--- config.mk ---
export PLATFORM = sky130hd
export DESIGN_NAME = swd_alu32_ise
export DESIGN_NICKNAME = d
export VERILOG_FILES = /design/src/rtl/swd_ise_pkg.sv /design/src/rtl/swd_alu32_core.sv /design/src/rtl/swd_alu32_ise.sv
export SDC_FILE = /design/constraint.sdc
export NUM_CORES = 1
export LEC_CHECK = 0
export BUFFER_PORTS_ARGS = -buffer_cell sky130_fd_sc_hd__buf_2
export CAP_MARGIN = 20
export CORE_UTILIZATION = 35
export DETAILED_ROUTE_END_ITERATION = 8
export PLACE_DENSITY_LB_ADDON = 0.3
export SYNTH_ARGS = -nofsm -noshare
export SYNTH_HDL_FRONTEND = slang
export SYNTH_SLANG_ARGS = --single-unit
--- constraint.sdc ---
create_clock -name clk -period 3.85 [get_ports clk]
set_input_delay 0.385 -clock clk [delete_from_list [all_inputs] [get_ports clk]]
set_output_delay 0.385 -clock clk [all_outputs]
set_load 0.02 [all_outputs]
--- src/rtl/swd_ise_pkg.sv ---
// ============================================================================
// Module      : swd_ise_pkg
// Description : Shared state, opcode and status-bit definitions for swd ISE units
// Revision    : 1.0
// ============================================================================
`default_nettype none

package swd_ise_pkg;

   localparam logic [3:0] ST_LOAD_X01 = 4'd0;
   localparam logic [3:0] ST_LOAD_X23 = 4'd1;
   localparam logic [3:0] ST_LOAD_Y01 = 4'd2;
   localparam logic [3:0] ST_LOAD_Y23 = 4'd3;
   localparam logic [3:0] ST_EXEC     = 4'd4;
   localparam logic [3:0] ST_DRAIN    = 4'd5;
   localparam logic [3:0] ST_UNLOAD_2 = 4'd6;
   localparam logic [3:0] ST_UNLOAD_1 = 4'd7;
   localparam logic [3:0] ST_UNLOAD_0 = 4'd8;

   typedef enum logic [3:0] {
      LOAD_X01 = ST_LOAD_X01,
      LOAD_X23 = ST_LOAD_X23,
      LOAD_Y01 = ST_LOAD_Y01,
      LOAD_Y23 = ST_LOAD_Y23,
      EXEC     = ST_EXEC,
      DRAIN    = ST_DRAIN,
      UNLOAD_2 = ST_UNLOAD_2,
      UNLOAD_1 = ST_UNLOAD_1,
      UNLOAD_0 = ST_UNLOAD_0
   } ise_state_t;

   localparam logic [1:0] OP_ADD = 2'b00;
   localparam logic [1:0] OP_XOR = 2'b01;
   localparam logic [1:0] OP_SUB = 2'b10;
   localparam logic [1:0] OP_AND = 2'b11;

   localparam int SR_C = 0;
   localparam int SR_Z = 1;

endpackage

`default_nettype wire

--- src/rtl/swd_alu32_core.sv ---
// ============================================================================
// Module      : swd_alu32_core
// Description : Combinational 32-bit ADD/XOR/SUB/AND with carry and zero flags
// Revision    : 1.0
// ============================================================================
`default_nettype none

module swd_alu32_core
   import swd_ise_pkg::*;
(
   input  logic [31:0] x,
   input  logic [31:0] y,
   input  logic [1:0]  op,
   output logic [31:0] r,
   output logic        c,
   output logic        z
);

   logic [32:0] w_sum;

   // SUB reuses the adder as X + ~Y + 1 so carry-out means "no borrow"
   always_comb begin
      w_sum = '0;
      r     = '0;
      c     = 1'b0;
      case (op)
         OP_ADD: begin
            w_sum = {1'b0, x} + {1'b0, y};
            r     = w_sum[31:0];
            c     = w_sum[32];
         end
         OP_SUB: begin
            w_sum = {1'b0, x} + {1'b0, ~y} + 33'd1;
            r     = w_sum[31:0];
            c     = w_sum[32];
         end
         OP_XOR:  r = x ^ y;
         default: r = x & y;
      endcase
   end

   assign z = (r == 32'd0);

endmodule

`default_nettype wire

--- src/rtl/swd_alu32_ise.sv ---
// ============================================================================
// Module      : swd_alu32_ise
// Description : Byte-serial 32-bit ALU instruction-set extension (load/exec/unload)
// Revision    : 1.0
// ============================================================================
`default_nettype none

module swd_alu32_ise
   import swd_ise_pkg::*;
(
   input  logic       clk,
   input  logic       rst,
   input  logic       start,
   input  logic [7:0] a,
   input  logic [7:0] b,
   input  logic [7:0] sr,
   output logic [7:0] sr_out,
   output logic [7:0] result,
   output logic       wait_req
);

   ise_state_t  r_state;
   ise_state_t  w_state_next;
   logic [31:0] r_x;
   logic [31:0] r_y;
   logic [31:0] r_r;
   logic [1:0]  r_op;
   logic        r_c;
   logic        r_z;
   logic        r_flags_valid;
   logic [7:0]  r_result;
   logic [31:0] w_r;
   logic        w_c;
   logic        w_z;

   swd_alu32_core u_core (
      .x  (r_x),
      .y  (r_y),
      .op (r_op),
      .r  (w_r),
      .c  (w_c),
      .z  (w_z)
   );

   always_ff @(posedge clk) begin
      if (!rst) r_state <= LOAD_X01;
      else      r_state <= w_state_next;
   end

   always_comb begin
      w_state_next = r_state;
      case (r_state)
         LOAD_X01: if (start) w_state_next = LOAD_X23;
         LOAD_X23: if (start) w_state_next = LOAD_Y01;
         LOAD_Y01: if (start) w_state_next = LOAD_Y23;
         LOAD_Y23: if (start) w_state_next = EXEC;
         EXEC:     if (start) w_state_next = DRAIN;
         DRAIN:               w_state_next = UNLOAD_2;
         UNLOAD_2: if (start) w_state_next = UNLOAD_1;
         UNLOAD_1: if (start) w_state_next = UNLOAD_0;
         UNLOAD_0: if (start) w_state_next = LOAD_X01;
         default:             w_state_next = LOAD_X01;
      endcase
   end

   always_ff @(posedge clk) begin
      if (!rst) begin
         r_x           <= '0;
         r_y           <= '0;
         r_r           <= '0;
         r_op          <= '0;
         r_c           <= 1'b0;
         r_z           <= 1'b0;
         r_flags_valid <= 1'b0;
         r_result      <= 8'h00;
      end else begin
         case (r_state)
            LOAD_X01: if (start) begin
               r_x[15:0]     <= {b, a};
               r_flags_valid <= 1'b0;
            end
            LOAD_X23: if (start) r_x[31:16] <= {b, a};
            LOAD_Y01: if (start) r_y[15:0]  <= {b, a};
            LOAD_Y23: if (start) r_y[31:16] <= {b, a};
            EXEC:     if (start) r_op       <= a[1:0];
            DRAIN: begin
               r_r           <= w_r;
               r_c           <= w_c;
               r_z           <= w_z;
               r_flags_valid <= 1'b1;
               r_result      <= w_r[31:24];
            end
            UNLOAD_2: if (start) r_result <= r_r[23:16];
            UNLOAD_1: if (start) r_result <= r_r[15:8];
            UNLOAD_0: if (start) r_result <= r_r[7:0];
            default: ;
         endcase
      end
   end

   assign result = r_result;

   // Stall covers the EXEC strobe cycle (combinational) and the DRAIN cycle
   assign wait_req = ((r_state == EXEC) && start && rst) || (r_state == DRAIN);

   always_comb begin
      sr_out = sr;
      if (r_flags_valid) begin
         sr_out[SR_C] = r_c;
         sr_out[SR_Z] = r_z;
      end
   end

endmodule

`default_nettype wire

==> run_results.csv, run 1 <==
group,metric,value,unit
timing,slew_headroom,0.309,
timing,layout_min_cycle_time,3.57,ns
yosys,syn_area_per_cell,7.10,um^2
drt,wl_per_cell,19.0,um
critical_path,crit_start,"r_x[0]",
floorplanning,rows,57,
outcome,status,"finished clean",
global_routing,grt_pass1_vias,7983,
drt,wl,29.3,mm
timing,setup_viol,0,
yosys,synthCells,1227,
critical_path,cpMostUsedCell,"a21oi_1",
clock_network,htree_levels,3,
yosys,synth-edff-count,0,
floorplanning,dieArea,25500,um^2
floorplanning,core_area,24400,um^2
global_routing,overflow,0,
timing,drv_slew,0,
timing,skew,0.00811,ns
global_routing,antenna_found_initial,0,
yosys,synth_warnings,0,
global_routing,grt_pass1_wl,46.2,mm
clock_network,cts_made_buffers,9,
clock_network,post_cts_buffers,0,
finish,drive_gt1_frac,0.0982,
power_and_ir_drop,irDropWorstVdd,0.000160,V
floorplanning,ios,44,
critical_path,required,4.08,ns
drt,detail_route.iter0.violations,842,
drt,dr_total_vias,8711,
drt,drc,0,
yosys,synth.most_common_cell,"nand2_1",
yosys,yosys_register_bits,105,
clock_network,cts.sinks,105,
power_and_ir_drop,power_density,293,nW/um^2
yosys,synth_area_leader_cell,"dfxtp_1",
critical_path,path_cells,"inv_1 > ha_1 > fa_1 > nand2b_1 > a21oi_1 > o211a_2 > o21ai_1 > a21oi_1 > a31oi_1 > xnor2_1 > o221ai_1 > a221oi_1 > a21oi_1",
critical_path,worstReg2RegStart,"r_x[0]",
clock_network,cts_tree,"built",
timing,fin_crit_sh,0.927,
critical_path,critPathArrivalTime,3.80,ns
clock_network,insertion_delay,0.36,ns
floorplanning,start_util,0.357,
yosys,synth_ff_type,"dfxtp_1",
timing,rsz0062_at_grt,"false",
drt,antenna_left,0,
placement,place_congestion,0.941,
yosys,synth_nets,1321,
drt,drt_first_pass_iters,5,
placement,io_buffers,31,
timing,worst_pin_slew,1.04,ns
critical_path,end_kind,"register",
clock_network,cts_buffer_depth,2,
yosys,synth_top_cell_area_share,0.241,
global_routing,grt_max_degree,95,
clock_network,clkTransAtPathRegs,0.08,ns
yosys,synth-seq-area-share,0.241,
critical_path,worst-setup-path-type,"reg2reg",
min_path,hp-start,"b[7]",
yosys,syn_area,8720,um^2
critical_path,cp.buffers_inverters,1,
timing,hold_viol,0,
critical_path,cp-start-kind,"register",
min_path,min_path_type,"in2reg",
critical_path,critical_path.max_stage_delay,0.41,ns
yosys,synthArstFlopShare,0,
critical_path,crit_family,"compound AO/OA/AOI/OAI gates",
floorplanning,die_x,160,um
yosys,ys_types,98,
clock_network,hold_buffers,0,
yosys,netlist_top_cells_area,"dfxtp_1 24%, ha_1 9.3%, nand2_1 9.2%, a21oi_1 8.8%, nor2_1 5.2%",
clock_network,clock-root-buffer,"clkbuf_16",
placement,hpwl,22.4,mm
global_routing,track_usage,0.231,
floorplanning,die_h,160,um
critical_path,worstPathMaxFanout,5,
run,maxCapViolations,0,
timing,fmax,280,MHz
finish,synthToLayoutAreaGrowth,8.54,%
yosys,yosys-top-cells-count,"213 x nand2_1, 153 x a21oi_1, 121 x nor2_1",
timing,setup_tns,0,ns
critical_path,critPathSlowestCell,"a221oi_1",
drt,viasPerCell,5.63,
finish,nets,1311,
finish,n_antenna_cell,0,
timing,timing.hold.ws,0.319,ns
power_and_ir_drop,leakage,0.00385,uW
-- state kept, by name (all words and copies together), names as in the netlist --
name,flops
r_x,32
r_y,32
r_r,24
result,8
r_state,4
r_op,2
r_c,1
r_flags_valid,1
r_z,1
-- layer usage --
metal | global-route usage | part of all wire
met1 | 0.335 | 0.49
met2 | 0.346 | 0.42
met4 | 0.0719 | 0.022
met5 | 0 | 0
met3 | 0.0374 | 0.070
-- final timing paths --
kind | end | slack (ns) | cells past startpoint
worst min register to register | result[2] | 0.45 | 2
worst max register to register | result[0] | 0.28 | 13
worst min-delay path | r_x[31] | 0.32 | 3
worst max-delay path | result[0] | 0.28 | 13
-- per-stage QoR --
stage                util  cells  instance area (um^2)  power (uW)  setup slack [ns]
floorplan               -   1227                  8720        1690             0.824
global placement    0.376   1530                  9170        1890             0.238
detailed placement  0.376   1530                  9170        1890             0.300
CTS                 0.388   1546                  9460        2780             0.248
global route        0.388   1546                  9460        2910           0.00304
finish              0.388   1546                  9460        2770             0.281
-- cell usage in the layout, fill, tap and decap left out, types with 31 or more instances in the layout --
| cell type | Yosys | layout |
|---|---|---|
| nor2_1 | 121 | 121 |
| o21ai_0 | 51 | 51 |
| a21oi_1 | 153 | 153 |
| buf_2 | 8 | 31 |
| nand2_1 | 213 | 213 |
| dfxtp_1 | 105 | 104 |
| ha_1 | 65 | 65 |
| inv_1 | 67 | 67 |
| buf_4 | 7 | 31 |
-- worst register-to-register path: cells and delay by family (launching register included) --
family / cells / cell delay (ns)
compound gates: 8 / 2.09
xor+xnor: 1 / 0.16
fa+ha+maj: 2 / 0.60
buf+inv: 1 / 0.07
flops: 1 / 0.36
simple gates: 1 / 0.18
-- what timing repair did --
action,4_1_cts,5_1_grt
endpoints found under the hold margin,0,0
endpoints found under the setup margin,0,1
resized for setup,0,1
-- area by class of cell --
type	instances	area [um^2]
Fill cell	2619	14900
Multi-Input combinational cell	970	6020
Sequential cell	105	2100
Tap cell	324	405
Timing Repair Buffer	62	388
Inverter	69	259
Clock buffer	10	239
Clock inverter	6	42.5
-- report_power, final --
group	switching, uW	internal (uW)
Combinational	466	280
Sequential	26.8	1110
Clock	433	458
Total	926	1850
-- kinds of logic (layout without fill, tap and decap cells) --
group,count (synthesis),after routing,synth area share
AOI/OAI and AO/OA,375,375,0.288
xor gates and xnor gates,21,21,0.0211
adders and majority gates,67,67,0.0979
buffers and inverters,152,147,0.0706
DFF,105,105,0.241
muxes,30,30,0.0379
and+or+nand+nor,477,477,0.244
(Power assumes the default switching activity.)
==> run 2: changes to the inputs <==
- ABC_AREA: unset -> 1
==> run_results.csv, run 2 <==
group,metric,value,unit
outcome,status,"finished clean",
yosys,yosys_register_bits,105,
finish,drive_gt1_frac,0.0669,
floorplanning,core_area,27100,um^2
run,maxCapViolations,0,
critical_path,worstPathMaxFanout,11,
finish,n_antenna_cell,0,
finish,final_area,10400,um^2
drt,detail_route.iter0.violations,935,
critical_path,required,4.15,ns
global_routing,overflow,0,
yosys,syn_area,9730,um^2
min_path,hold_depth,3,
critical_path,worstRegToRegCells,20,
timing,layout_min_cycle_time,3.20,ns
clock_network,post_cts_buffers,0,
finish,layout_common_cells,"461 x nand2_1, 272 x inv_1, 181 x nor2_1, 155 x nand3_1, 127 x o21ai_0",
finish,synthToLayoutAreaGrowth,6.95,%
yosys,synthArstFlopShare,0,
clock_network,clkTransAtPathRegs,0.10,ns
yosys,synthCells,1694,
global_routing,grt_pass1_vias,10247,
drt,antenna_left,0,
yosys,synth_warnings,0,
drt,drt_first_pass_iters,6,
floorplanning,ios,44,
placement,io_buffers,31,
critical_path,cp-start-kind,"register",
critical_path,reg2reg_to,"r_z",
global_routing,grt_max_degree,52,
timing,worst_pin_slew,0.931,ns
clock_network,cts.sinks,105,
timing,drv_slew,0,
timing,setup_tns,0,ns
power_and_ir_drop,irDropWorstVdd,0.000199,V
floorplanning,die_h,169,um
min_path,min_path_type,"in2reg",
critical_path,critPathArrivalTime,3.50,ns
clock_network,hold_buffers,0,
yosys,synth.most_common_cell,"nand2_1",
power_and_ir_drop,total_power,3830,uW
critical_path,worst-setup-path-type,"reg2reg",
clock_network,cts_buffer_depth,2,
placement,hpwl,33.8,mm
global_routing,track_usage,0.297,
finish,fillers,3067,
critical_path,worstReg2RegStart,"r_y[2]",
clock_network,cts_tree,"built",
yosys,synth_top_cell_area_share,0.216,
placement,post_dp_cell_area,10100,um^2
finish,layout_commonest_cell,"nand2_1",
timing,skew,0.0254,ns
yosys,synth_nets,1788,
drt,viasPerCell,5.27,
timing,rsz0062_at_grt,"false",
floorplanning,rows,60,
yosys,netlist_top_cells_area,"dfxtp_1 22%, nand2_1 18%, inv_1 10%, ha_1 8.4%, nand3_1 8.0%",
yosys,synth-edff-count,0,
finish,regArea,2100,um^2
yosys,yosys-top-cells-count,"461 x nand2_1, 272 x inv_1, 183 x nor2_1",
timing,hold_viol,0,
timing,setup_viol,0,
clock_network,htree_levels,3,
finish,reg_top3,"r_x: 32 flops, r_y: 32 flops, r_r: 24 flops",
clock_network,cts_resized,0,
critical_path,r2r_slack,0.65,ns
min_path,hp-start,"b[7]",
floorplanning,die_x,169,um
yosys,syn_area_per_cell,5.74,um^2
drt,wl_per_cell,20.1,um
clock_network,cts_made_buffers,9,
timing,fin_crit_sh,0.831,
yosys,synth-seq-area-share,0.216,
yosys,ys_types,45,
global_routing,antenna_found_initial,1,
finish,multiInputGateArea,6210,um^2
timing,slew_headroom,0.378,
floorplanning,dieArea,28500,um^2
clock_network,clock-root-buffer,"clkbuf_16",
min_path,whs_endpoint,"r_x[31]",
drt,dr_total_vias,10862,
timing,layout_setup_ws,0.650,ns
floorplanning,start_util,0.359,
yosys,synth_area_leader_cell,"dfxtp_1",
power_and_ir_drop,leakage,0.00526,uW
finish,nets,1777,
timing,fmax,312,MHz
global_routing,grt_pass1_wl,62.8,mm
placement,place_ws,0.748,ns
critical_path,end_kind,"register",
yosys,synth_ff_type,"dfxtp_1",
clock_network,insertion_delay,0.38,ns
drt,drc,0,
power_and_ir_drop,power_density,368,nW/um^2
placement,place_congestion,0.985,
drt,wl,41.4,mm
run 2: changes by cell type after synthesis, sizes merged, moves of 14 or more:
cell,previous run,this run
a21oi,153,131
a31oi,16,1
clkbuf,56,32
inv,68,277
mux2i,24,0
nand2,214,478
nand2b,15,0
nand3,25,161
nand4,13,27
nor2,123,191
nor2b,16,0
o21ai,55,129
xnor2,17,0
run 2: routing by layer:
metal | global-route usage | vias up | part of all wire
met1 | 0.416 | 5039 | 0.47
met5 | 0 | - | 0
met4 | 0.0945 | 0 | 0.029
met2 | 0.465 | 413 | 0.43
li1 | - | 5353 | -
met3 | 0.0430 | 57 | 0.067
run 2: stage by stage:
| stage | hold WS (ns) | std cells | utilization |
|---|---|---|---|
| floorplan | 0.431 | 1694 | - |
| global placement | 0.449 | 2044 | 0.372 |
| detailed placement | 0.458 | 2044 | 0.372 |
| CTS | 0.339 | 2060 | 0.384 |
| global route | 0.372 | 2060 | 0.384 |
| finish | 0.331 | 2060 | 0.384 |
run 2: worst max-delay path by stage:
stage                       from  cells after the start  endpoint
after floorplan           r_x[0]                     20       r_z
after global placement    r_x[0]                     20       r_z
after detailed placement  r_y[2]                     20       r_z
after CTS                 r_y[2]                     20       r_z
after global routing      r_x[0]                     20       r_z
final                     r_y[2]                     20       r_z
run 2: cell families after synthesis:
group                      share of synthesized area
and+or+nand+nor                                0.387
buffers and inverters                          0.146
AOI/OAI and AO/OA                              0.161
DFF                                            0.216
adders and majority gates                     0.0877
muxes                                        0.00232
run 2: critical path: stages (launching register included):
cell,delay [ns]
dfxtp_1,0.34
inv_1,0.06
ha_1,0.50
nand2_1,0.11
nand2_1,0.11
inv_1,0.06
nand2_1,0.23
nand2_1,0.13
nand2_2,0.11
nand2_1,0.08
nand2_1,0.13
nand2_1,0.06
nand3_1,0.07
nand4_1,0.28
nor2_1,0.17
nand2_1,0.12
nor2_1,0.13
nand2_1,0.08
nor2_1,0.11
nand3_1,0.10
a21oi_2,0.13
run 2: cell type report:
type | count | area share
Inverter | 278 | 0.100
Tap cell | 372 | 0.0447
Clock inverter | 7 | 0.00878
Sequential cell | 105 | 0.202
Clock buffer | 9 | 0.0217
Timing Repair Buffer | 46 | 0.0257
Multi-Input combinational cell | 1243 | 0.597
run 2: power by group:
| part | internal [uW] | leakage, uW | switching [uW] | total, uW |
|---|---|---|---|---|
| sequential | 1140 | 0.000852 | 43.0 | 1180 |
| combinational | 449 | 0.00426 | 1170 | 1620 |
| clock | 472 | 0.000152 | 557 | 1030 |
| total | 2060 | 0.00526 | 1770 | 3830 |
